File: src/rtl/des_sbox_bank.sv
// DES S-box lookup bank: one writable 64x4 S-box table shared by LANES
// parallel lookup lanes. A config port edits and reads back entries, and a
// restore sequence reloads the standard FIPS 46-3 table one entry per cycle.
//
// Handshakes: a transfer on either side happens on a rising edge where valid
// and ready are both high. in_ready does not depend on in_valid. Once
// out_valid is raised, out_valid and out_data hold until out_ready is seen.
module des_sbox_bank #(
  parameter int SBOX_ID = 0,
  parameter int LANES   = 1
) (
  input  logic                 clk,
  input  logic                 rst_n,
  input  logic                 in_valid,
  output logic                 in_ready,
  input  logic [6*LANES-1:0]   in_data,
  output logic                 out_valid,
  input  logic                 out_ready,
  output logic [4*LANES-1:0]   out_data,
  input  logic                 cfg_wr_en,
  input  logic                 cfg_rd_en,
  input  logic [2:0]           cfg_sbox_sel,
  input  logic [1:0]           cfg_row,
  input  logic [3:0]           cfg_col,
  input  logic [3:0]           cfg_wdata,
  output logic [3:0]           cfg_rdata,
  output logic                 cfg_rvalid,
  input  logic                 restore_req,
  output logic                 busy
);

  // Standard DES S-boxes S1..S8. Row 0 column 0 sits in the top nibble and
  // entries follow in row-major order (address = row*16 + col).
  localparam logic [255:0] SBOX_ROM [8] = '{
    256'hE4D12FB83A6C5907_0F74E2D1A6CB9538_41E8D62BFC973A50_FC8249175B3EA06D,
    256'hF18E6B34972DC05A_3D47F28EC01A69B5_0E7BA4D158C6932F_D8A13F42B67C05E9,
    256'hA09E63F51DC7B428_D709346A285ECBF1_D6498F30B12C5AE7_1AD069874FE3B52C,
    256'h7DE3069A1285BC4F_D8B56F03472C1AE9_A690CB7DF13E5284_3F06A1D8945BC72E,
    256'h2C417AB6853FD0E9_EB2C47D150FA3986_421BAD78F9C5630E_B8C71E2D6F09A453,
    256'hC1AF92680D34E75B_AF427C9561DE0B38_9EF528C3704A1DB6_432C95FABE17608D,
    256'h4B2EF08D3C975A61_D0B7491AE35C2F86_14BDC37EAF680592_6BD814A7950FE23C,
    256'hD2846FB1A93E50C7_1FD8A374C56B0E92_7B419CE206ADF358_21E74A8DFC90356B
  };
  localparam logic [255:0] DEF_TABLE = SBOX_ROM[SBOX_ID];
  localparam logic [2:0]   SEL_ID    = 3'(SBOX_ID);

  function automatic logic [3:0] def_entry(input logic [5:0] idx);
    return DEF_TABLE[8'd255 - {idx, 2'b00} -: 4];
  endfunction

  typedef enum logic {ST_IDLE, ST_RESTORE} state_t;

  state_t                state;
  logic [5:0]            restore_cnt;
  logic [3:0]            tbl [64];
  logic                  sel_match;
  logic [5:0]            cfg_addr;
  logic                  wr_ok;
  logic                  rd_ok;
  logic                  accept;
  logic [5:0]            lane_in;
  logic [4*LANES-1:0]    lookup_data;

  assign sel_match = (cfg_sbox_sel == SEL_ID);
  assign cfg_addr  = {cfg_row, cfg_col};
  assign busy      = (state == ST_RESTORE);
  assign wr_ok     = cfg_wr_en && sel_match && !busy;
  assign rd_ok     = cfg_rd_en && sel_match && !busy;
  assign in_ready  = !busy && (!out_valid || out_ready);
  assign accept    = in_valid && in_ready;

  // Per-lane table read: row = {d[5], d[0]}, column = d[4:1].
  always_comb begin
    lane_in     = '0;
    lookup_data = '0;
    for (int k = 0; k < LANES; k++) begin
      lane_in = in_data[6*k +: 6];
      lookup_data[4*k +: 4] = tbl[{lane_in[5], lane_in[0], lane_in[4:1]}];
    end
  end

  // Restore sequencer: walks the counter over all 64 entries, then idles.
  always_ff @(posedge clk) begin
    if (!rst_n) begin
      state       <= ST_IDLE;
      restore_cnt <= '0;
    end else begin
      case (state)
        ST_IDLE: begin
          restore_cnt <= '0;
          if (restore_req) state <= ST_RESTORE;
        end
        ST_RESTORE: begin
          restore_cnt <= restore_cnt + 6'd1;
          if (restore_cnt == 6'd63) state <= ST_IDLE;
        end
        default: state <= ST_IDLE;
      endcase
    end
  end

  // Table storage: full default load on reset, one entry per restore cycle,
  // otherwise config writes. Writes are blocked while restoring.
  always_ff @(posedge clk) begin
    if (!rst_n) begin
      for (int i = 0; i < 64; i++) tbl[i] <= def_entry(6'(i));
    end else if (busy) begin
      tbl[restore_cnt] <= def_entry(restore_cnt);
    end else if (wr_ok) begin
      tbl[cfg_addr] <= cfg_wdata;
    end
  end

  // Result register: load on accept, clear on drain, hold while stalled.
  always_ff @(posedge clk) begin
    if (!rst_n) begin
      out_valid <= 1'b0;
      out_data  <= '0;
    end else if (accept) begin
      out_valid <= 1'b1;
      out_data  <= lookup_data;
    end else if (out_ready) begin
      out_valid <= 1'b0;
    end
  end

  // Config readback: one-cycle valid pulse, data holds between reads.
  always_ff @(posedge clk) begin
    if (!rst_n) begin
      cfg_rvalid <= 1'b0;
      cfg_rdata  <= '0;
    end else begin
      cfg_rvalid <= rd_ok;
      if (rd_ok) cfg_rdata <= tbl[cfg_addr];
    end
  end

endmodule

File: config.mk
export PLATFORM = sky130hd
export DESIGN_NAME = des_sbox_bank
export DESIGN_NICKNAME = d
export VERILOG_FILES = /design/src/rtl/des_sbox_bank.sv
export SDC_FILE = /design/constraint.sdc
export NUM_CORES = 1
export LEC_CHECK = 0
export CAP_MARGIN = 20
export CORE_MARGIN = 2
export CORE_UTILIZATION = 45
export DETAILED_ROUTE_END_ITERATION = 8
export GPL_ROUTABILITY_DRIVEN = 0
export GPL_TIMING_DRIVEN = 0
export SKIP_LAST_GASP = 1
export SLEW_MARGIN = 30
export SYNTH_ARGS = -nofsm -noshare
export SYNTH_HDL_FRONTEND = slang
export SYNTH_SLANG_ARGS = --single-unit
File: constraint.sdc
create_clock -name clk -period 3 [get_ports clk]
set_input_delay 0.6 -clock clk [delete_from_list [all_inputs] [get_ports clk]]
set_output_delay 0.6 -clock clk [all_outputs]
set_load 0.005 [all_outputs]
# After elaboration in Yosys (flattened, before gate mapping)
# Memory sizes are Yosys's and may differ from the RTL's. A register that Yosys moved wholly into a read port is not among the register bits.
# Cells that the tools add are included.
# Widths: inputs -> output; s select.
totals:
  output_inout_bits: 12
  memories: 1
  in_bits: 26
  word_cells: 45
  reg_bits: 9
  ram_bits: 256
op_classes:
  n_eq_ne: 1
  shifts: 1
  n_bitwise: 1
  reduce_logical: 15
  muxes: 20
  n_addsub: 2
mem_list:
  columns: ["name", "words", "width", "read_ports", "rd_ports_with_merged_regs", "write_ports", "line", "rtl"]
  rows:
  - ["tbl", 64, 4, 2, 2, 64, "55", "logic [3:0] tbl [64];"]
ops:
  columns: ["operator", "count"]
  rows:
  - ["$shiftx 259x9->4 const A", 1]
  - ["$mux 1", 14]
  - ["$mux 6", 2]
  - ["$pmux 6 s2", 1]
  - ["$mux 4", 2]
  - ["$reduce_or 4->1", 2]
  - ["$sub 8x8->8 const A", 1]
  - ["$add 6x1->6 const B", 1]
  - ["$eq 6x6->1 const B", 1]
  - ["$logic_and 1x1->1", 6]
  - ["$logic_not 1->1", 4]
  - ["$logic_not 3->1", 1]
  - ["$pmux 1 s2", 1]
  - ["$reduce_bool 2->1", 1]
  - ["$logic_or 1x1->1", 1]
  - ["$not 1->1", 1]

# Depth between registers and ports, before layout
# Gate-level depths: netlist of the first run.
logic_depth:
  depth_word: 9
  depth_mapped: 11
  depth_no_buf: 8

# Worst setup path after synthesis of the first run
# Ideal clock, no wire load.
synth_timing:
  path_type: "flip-flop to flip-flop"
  startpoint: "register restore_cnt[0]"
  endpoint: "memory tbl[50][2], data pin"
  arrival_time_ns: 2.417
  setup_time_ns: 0.141
  stages_incl_launch_ff: 12
  required_ns: 2.859
  slack_ns: 0.442
  n_path_buf: 3
  period_less_slack_ns: 2.558
  cell_sequence: "dfxtp_1 buf_2 inv_1 ha_1 nand2b_1 and3_1 a211oi_1 o22ai_1 o41a_1 buf_2 buf_2 nor2_1"
synth_rtl:
  columns: ["item", "line", "rtl"]
  rows:
  - ["start, declared", "54", "logic [5:0] restore_cnt;"]
  - ["start signal, assigned", "94", "restore_cnt <= restore_cnt + 6'd1;"]
  - ["end, declared", "55", null]

==> results of run 1 <==
-- cell families after synthesis --
kind of cell / count (synthesis) / synth area share [%]
xor gates and xnor gates: 2 / 0.112
and+or+nand+nor: 596 / 16.2
muxes: 184 / 20.3
AOI/OAI and AO/OA: 162 / 7.75
buffers and inverters: 119 / 3.91
DFF: 273 / 51.2
adders and majority gates: 8 / 0.638
-- sequential cells by signal (all words and copies together) (netlist names) --
name / flops
busy: 1
cfg_rdata: 4
cfg_rvalid: 1
out_data: 4
out_valid: 1
restore_cnt: 6
tbl: 256
-- final cells by class --
cell class / count / area [µm²] / area share, %
sequential: 273 / 8030 / 44.5
buffer: 108 / 709 / 3.93
clock buffer: 43 / 916 / 5.08
tap: 455 / 569 / 3.16
clock inverter: 17 / 115 / 0.638
antenna: 1 / 2.50 / 0.0139
multi-input combinational: 952 / 7190 / 39.9
timing repair buffer: 46 / 457 / 2.53
inverter: 11 / 48.8 / 0.271
-- critical path, stage by stage --
cell and delay, ns:
clkdlybuf4s50_1 0.79, clkbuf_1 0.56, inv_1 0.35, o21ai_0 0.50
nand2_1 0.18, a211oi_1 0.30, nor3_1 0.09
-- through the flow --
step / hold WS (ns) / setup TNS (ns)
4_1_cts: 0.527 / -0.0842
3_5_place_dp: 0.519 / -258.24
5_1_grt: 0.587 / -0.495
6_report: 0.525 / 0
2_1_floorplan: 0.504 / 0
3_3_place_gp: 0.515 / -266.46
-- repair_timing --
action | in CTS | in global routing
hold buffers | 0 | 0
gates cloned | 0 | 2
pin swaps | 2 | 3
resized for setup | 21 | 63
setup endpoints to repair | 400 | 418
buffers inserted | 8 | 3
-- layer usage --
layer  part of all wire (%)  up-vias  global-route usage, %
met2                     45      875                   48.4
met1                     38     6222                   41.8
met5                      0        -                      0
met3                     12      186                   7.58
li1                       -     5213                      -
met4                    6.2        0                   17.3
-- worst max-delay path by stage --
stage                        endpoint  slack (ns)  depth (start not counted)
after detailed placement   tbl[27][2]       -0.79                         10
after CTS                  tbl[50][3]       -0.08                         11
after global placement     tbl[36][1]       -1.05                          7
after floorplan            tbl[50][2]        0.44                         11
final                     out_data[3]        0.02                          7
after global routing       tbl[57][2]       -0.06                         11
-- power breakdown --
part           switching, W  total [W]  internal (W)
logic              0.000689    0.00109      0.000405
clock network       0.00164    0.00389       0.00225
registers         0.0000488    0.00427       0.00423
-- placed cells by master (no fill, tap or decap), types with 33 or more instances in the layout --
| master | Yosys | layout |
|---|---|---|
| buf_4 | 17 | 39 |
| clkbuf_16 | 0 | 35 |
| clkdlybuf4s50_1 | 0 | 33 |
| edfxtp_1 | 256 | 256 |
| mux2i_1 | 70 | 70 |
| mux4_2 | 106 | 106 |
| nand2_1 | 263 | 259 |
| nand3_1 | 60 | 60 |
| nor2_1 | 187 | 187 |
-- cells in the mapped netlist, drive strengths merged (8+ instances only) --
library cell and n:
a22oi 12, buf 82, mux4 106, a211oi 16, ha 8, edfxtp 256
a221oi 12, a21oi 27, clkbuf 26, nand3 60, o21ai 26, nor2b 17
mux2i 70, nand2 265, nor3 9, nor2 187, dfxtp 17, mux2 8
nand2b 22, inv 11, o22ai 16
==> flow_summary.toml, run 1 <==
[run_status]
status = "finished, final reports clean"

[power_and_ir_drop]
leakage_nw = 5.91
powerDensity_nw_per_um2 = 513
fin_total_pwr_w = 0.00926
ir_drop_v = 0.000316

[synth]
synth_top_area_cell = "edfxtp_1"
synthCells = 1344
ys_seq_area_share_pct = 51.2
synth_area_leaders = "edfxtp_1, mux4_2, nand2_1, nor2_1, mux2i_1"
synth_edf_count = 256
synth-seq-cells = 273
async_flop_share_pct = 0
synth_top_area_share_pct = 49.0
syn_area_um2 = 15700
yosys_warnings = 0
synth.distinct_cells = 61
synth_ff_type = "edfxtp_1"
synth_nets = 1378
synth_area_per_cell_um2 = 11.7

[worst_setup_path]
r2r_cells = 11
reg2reg_to = "tbl[51][2]"
crit_type = "input port to flip-flop"
critPathMaxFanout = 10
rrSetupSlack_ns = 0.05
r2r-start = "restore_cnt[0]"
cp.arrival_ns = 3.38
cp-end-kind = "flip-flop"
startpoint = "in_data[4]"
crit_required_ns = 3.40
cp-start-kind = "input port"

[timing]
rsz0062_at_grt = "yes"
timing_worst_slew_pin_value_ns = 1.04
finalHoldViolations = 0
report.final.slew_viol_count = 0
period_share_pct = 99.3
period_needed_ns = 2.98
clock-skew-final_ns = 0.0172
setup_ws_ns = 0.0196
clock.fmax_mhz = 336
setup_viol = 0
slew_headroom_pct = 30.7

[placed_design]
hpwl_um = 41800
dp_worst_setup_slack_ns = -0.785
placed_cells = 1832
dpl-instance-area_um2 = 16600
numPortBuffers = 33

[cells_and_area]
fill_cells = 3015
nets = 1460
fin_cells = 1906
drive_gt1_share_pct = 20.5
area_growth_pct = 15.0
post-route-util_pct = 52.3
stdcell_area_um2 = 18000

[detailed_routing]
avgRoutedWirePerCell_um = 30.0
routed_wl_um = 57200
avgViaCountPerCell = 6.56
ant_nets = 0
drc_errors = 0
vias = 12500
first_iter_violations = 1704
first_pass_iters = 6

[grt]
antenna_found_initial = 1
grt_max_degree = 13
grt_pass1_vias = 12000
gr-usage-all-layers_pct = 31.7
grt_overflow = 0
grt_first_pass_wirelength_um = 81300

[floorplanning]
die_y_um = 191
core-area_um2 = 34500
die_w_um = 191
io_pins = 38
std_cell_rows = 68
start_util_pct = 45.5
die_area_um2 = 36400

[min_path]
hold_path_depth = 2
hp-class = "flip-flop to flip-flop"
min_to = "out_valid"
hp-start = "out_valid"

[cts]
clockBufferDepth = 3
ctsHtreeMaxLevel = 2
cts_buffers = 34
cts.clk_slew.worst_paths_ns = 0.06
root_buffer = "clkbuf_16"
worstSkewPairLatency_ns = 0.52
cts_tree = "done"
clock_sinks = 273

[flow_run]
cap_violations = 0
(Power assumes the default switching activity.)
==> inputs of run 2 (changes only) <==
SLEW_MARGIN = not set   (was 30)
TNS_END_PERCENT = 20   (was not set)
==> flow_summary.toml, run 2 (synthesized netlist as in run 1, its figures left out) <==
[flow_run]
cap_violations = 0

[placed_design]
dp_worst_setup_slack_ns = -0.827
dpl-instance-area_um2 = 16600
hpwl_um = 41800
numPortBuffers = 33

[floorplanning]
io_pins = 38
start_util_pct = 45.5
std_cell_rows = 68
die_area_um2 = 36400
core-area_um2 = 34500
die_w_um = 191
die_y_um = 191

[grt]
grt_first_pass_wirelength_um = 80400
gr-usage-all-layers_pct = 31.4
grt_pass1_vias = 11900
grt_max_degree = 15
antenna_found_initial = 2
grt_overflow = 0

[timing]
setup_ws_ns = -0.0635
period_share_pct = 102
finalHoldViolations = 0
timing_worst_slew_pin_value_ns = 1.25
clock.fmax_mhz = 326
rsz0062_at_grt = "yes"
slew_headroom_pct = 16.6
clock-skew-final_ns = 0.0343
period_needed_ns = 3.06
setup_viol = 28
hold_slack_ns = 0.526
report.final.slew_viol_count = 0

[cells_and_area]
largest_register_ff_count = 256
nets = 1456
diodes = 0
top_register = "tbl"
layout_common_cells = "nand2_1, edfxtp_1, nor2_1"
post-route-util_pct = 51.6
layout_commonest_cell = "nand2_1"
drive_gt1_share_pct = 18.7
reg_top3 = "tbl (256), restore_cnt (6)"
area_growth_pct = 13.2
stdcell_area_um2 = 17800
fill_cells = 3072

[worst_setup_path]
cp-end-kind = "flip-flop"
cp_cell_sequence = "buf_2 > nor4_4 > and3_1 > buf_4 > buf_6 > buf_6 > o31ai_1 > buf_4 > nand2_1 > nand2_1"
cp.arrival_ns = 3.33
reg2reg_to = "tbl[1][2]"
slowest_stage = "o31ai_1"
max_stage_delay_ns = 0.63
r2r_cells = 10
startpoint = "busy"
rrSetupSlack_ns = -0.06
crit_type = "flip-flop to flip-flop"
critPathMaxFanout = 10
r2r-start = "busy"
cp-start-kind = "flip-flop"
endpoint = "tbl[1][2]"
crit_required_ns = 3.26

[detailed_routing]
avgRoutedWirePerCell_um = 29.8
avgViaCountPerCell = 6.50
drc_errors = 0
ant_nets = 0
first_pass_iters = 8
vias = 12300
first_iter_violations = 1788
routed_wl_um = 56500

[power_and_ir_drop]
leakage_nw = 5.81
powerDensity_nw_per_um2 = 505
ir_drop_v = 0.000455

[cts]
clock_sinks = 273
cts_tree = "done"
worstSkewPairLatency_ns = 0.58
ctsHtreeMaxLevel = 1
cts.clk_slew.worst_paths_ns = 0.06
root_buffer = "clkbuf_16"
cts_buffers = 30
clockBufferDepth = 3

[run_status]
violations = "setup timing"
status = "finished with violations"

[min_path]
hp-class = "flip-flop to flip-flop"
-- run 2: per-stage QoR --
step	TNS, ns	instances	power, W
final	-0.664	1895	0.00898
after global routing	-6.13	1895	0.00916
after CTS	-7.77	1892	0.00893
after detailed placement	-254.35	1834	0.00537
after global placement	-266.46	1832	0.00536
after floorplan	0	1344	0.00495
-- run 2: where the power goes --
part	internal [W]	switching (W)	total, W	leakage, nW
Sequential	0.00422	0.0000483	0.00427	2.34
Combinational	0.000394	0.000681	0.00108	3.01
Clock	0.00212	0.00152	0.00363	0.451
Total	0.00673	0.00225	0.00898	5.81
-- run 2: what timing repair did --
| action | 4_1_cts | 5_1_grt |
|---|---|---|
| pin swaps | 2 | 1 |
| hold endpoints to repair | 0 | 0 |
| endpoints found under the setup margin | 344 | 375 |
| setup buffers | 8 | 2 |
| hold buffers | 0 | 0 |
| resized for setup | 21 | 30 |
-- run 2: worst max-delay path: cells and delay by family (launching register included) --
kind / cells / cell delay, ns
AND/OR/NAND/NOR: 4 / 0.65
flip-flops: 1 / 0.34
buffers and inverters: 5 / 1.11
AO/OA/AOI/OAI: 1 / 0.63
-- run 2: how the worst min path moves through the flow --
stage | from | endpoint | cells past startpoint | slack [ns]
detailed placement | out_valid | out_valid | 2 | 0.52
floorplan | out_valid | out_valid | 2 | 0.50
finish | out_valid | out_valid | 2 | 0.53
CTS | out_valid | out_valid | 2 | 0.53
global route | out_valid | out_valid | 2 | 0.59
global placement | out_valid | out_valid | 2 | 0.52
-- run 2: layout make-up --
cell class	instances	area (µm²)	share of cell area (%)
plain buffers	108	653	3.68
clock buffers	39	806	4.54
flip-flops and latches	273	8030	45.2
multi-input cells	952	7110	40.0
well taps	455	569	3.20
clock inverters	11	123	0.690
inverters	11	48.8	0.275
repair buffers	46	432	2.43
-- run 2: layer usage --
metal  vias up  GRT usage, %  wire length (µm)
met5         -             0                10
met4         2          16.8              3600
met3       183          7.97              7120
met2       903          47.8             25000
met1      6043          41.3             20700
li1       5180             -                 -
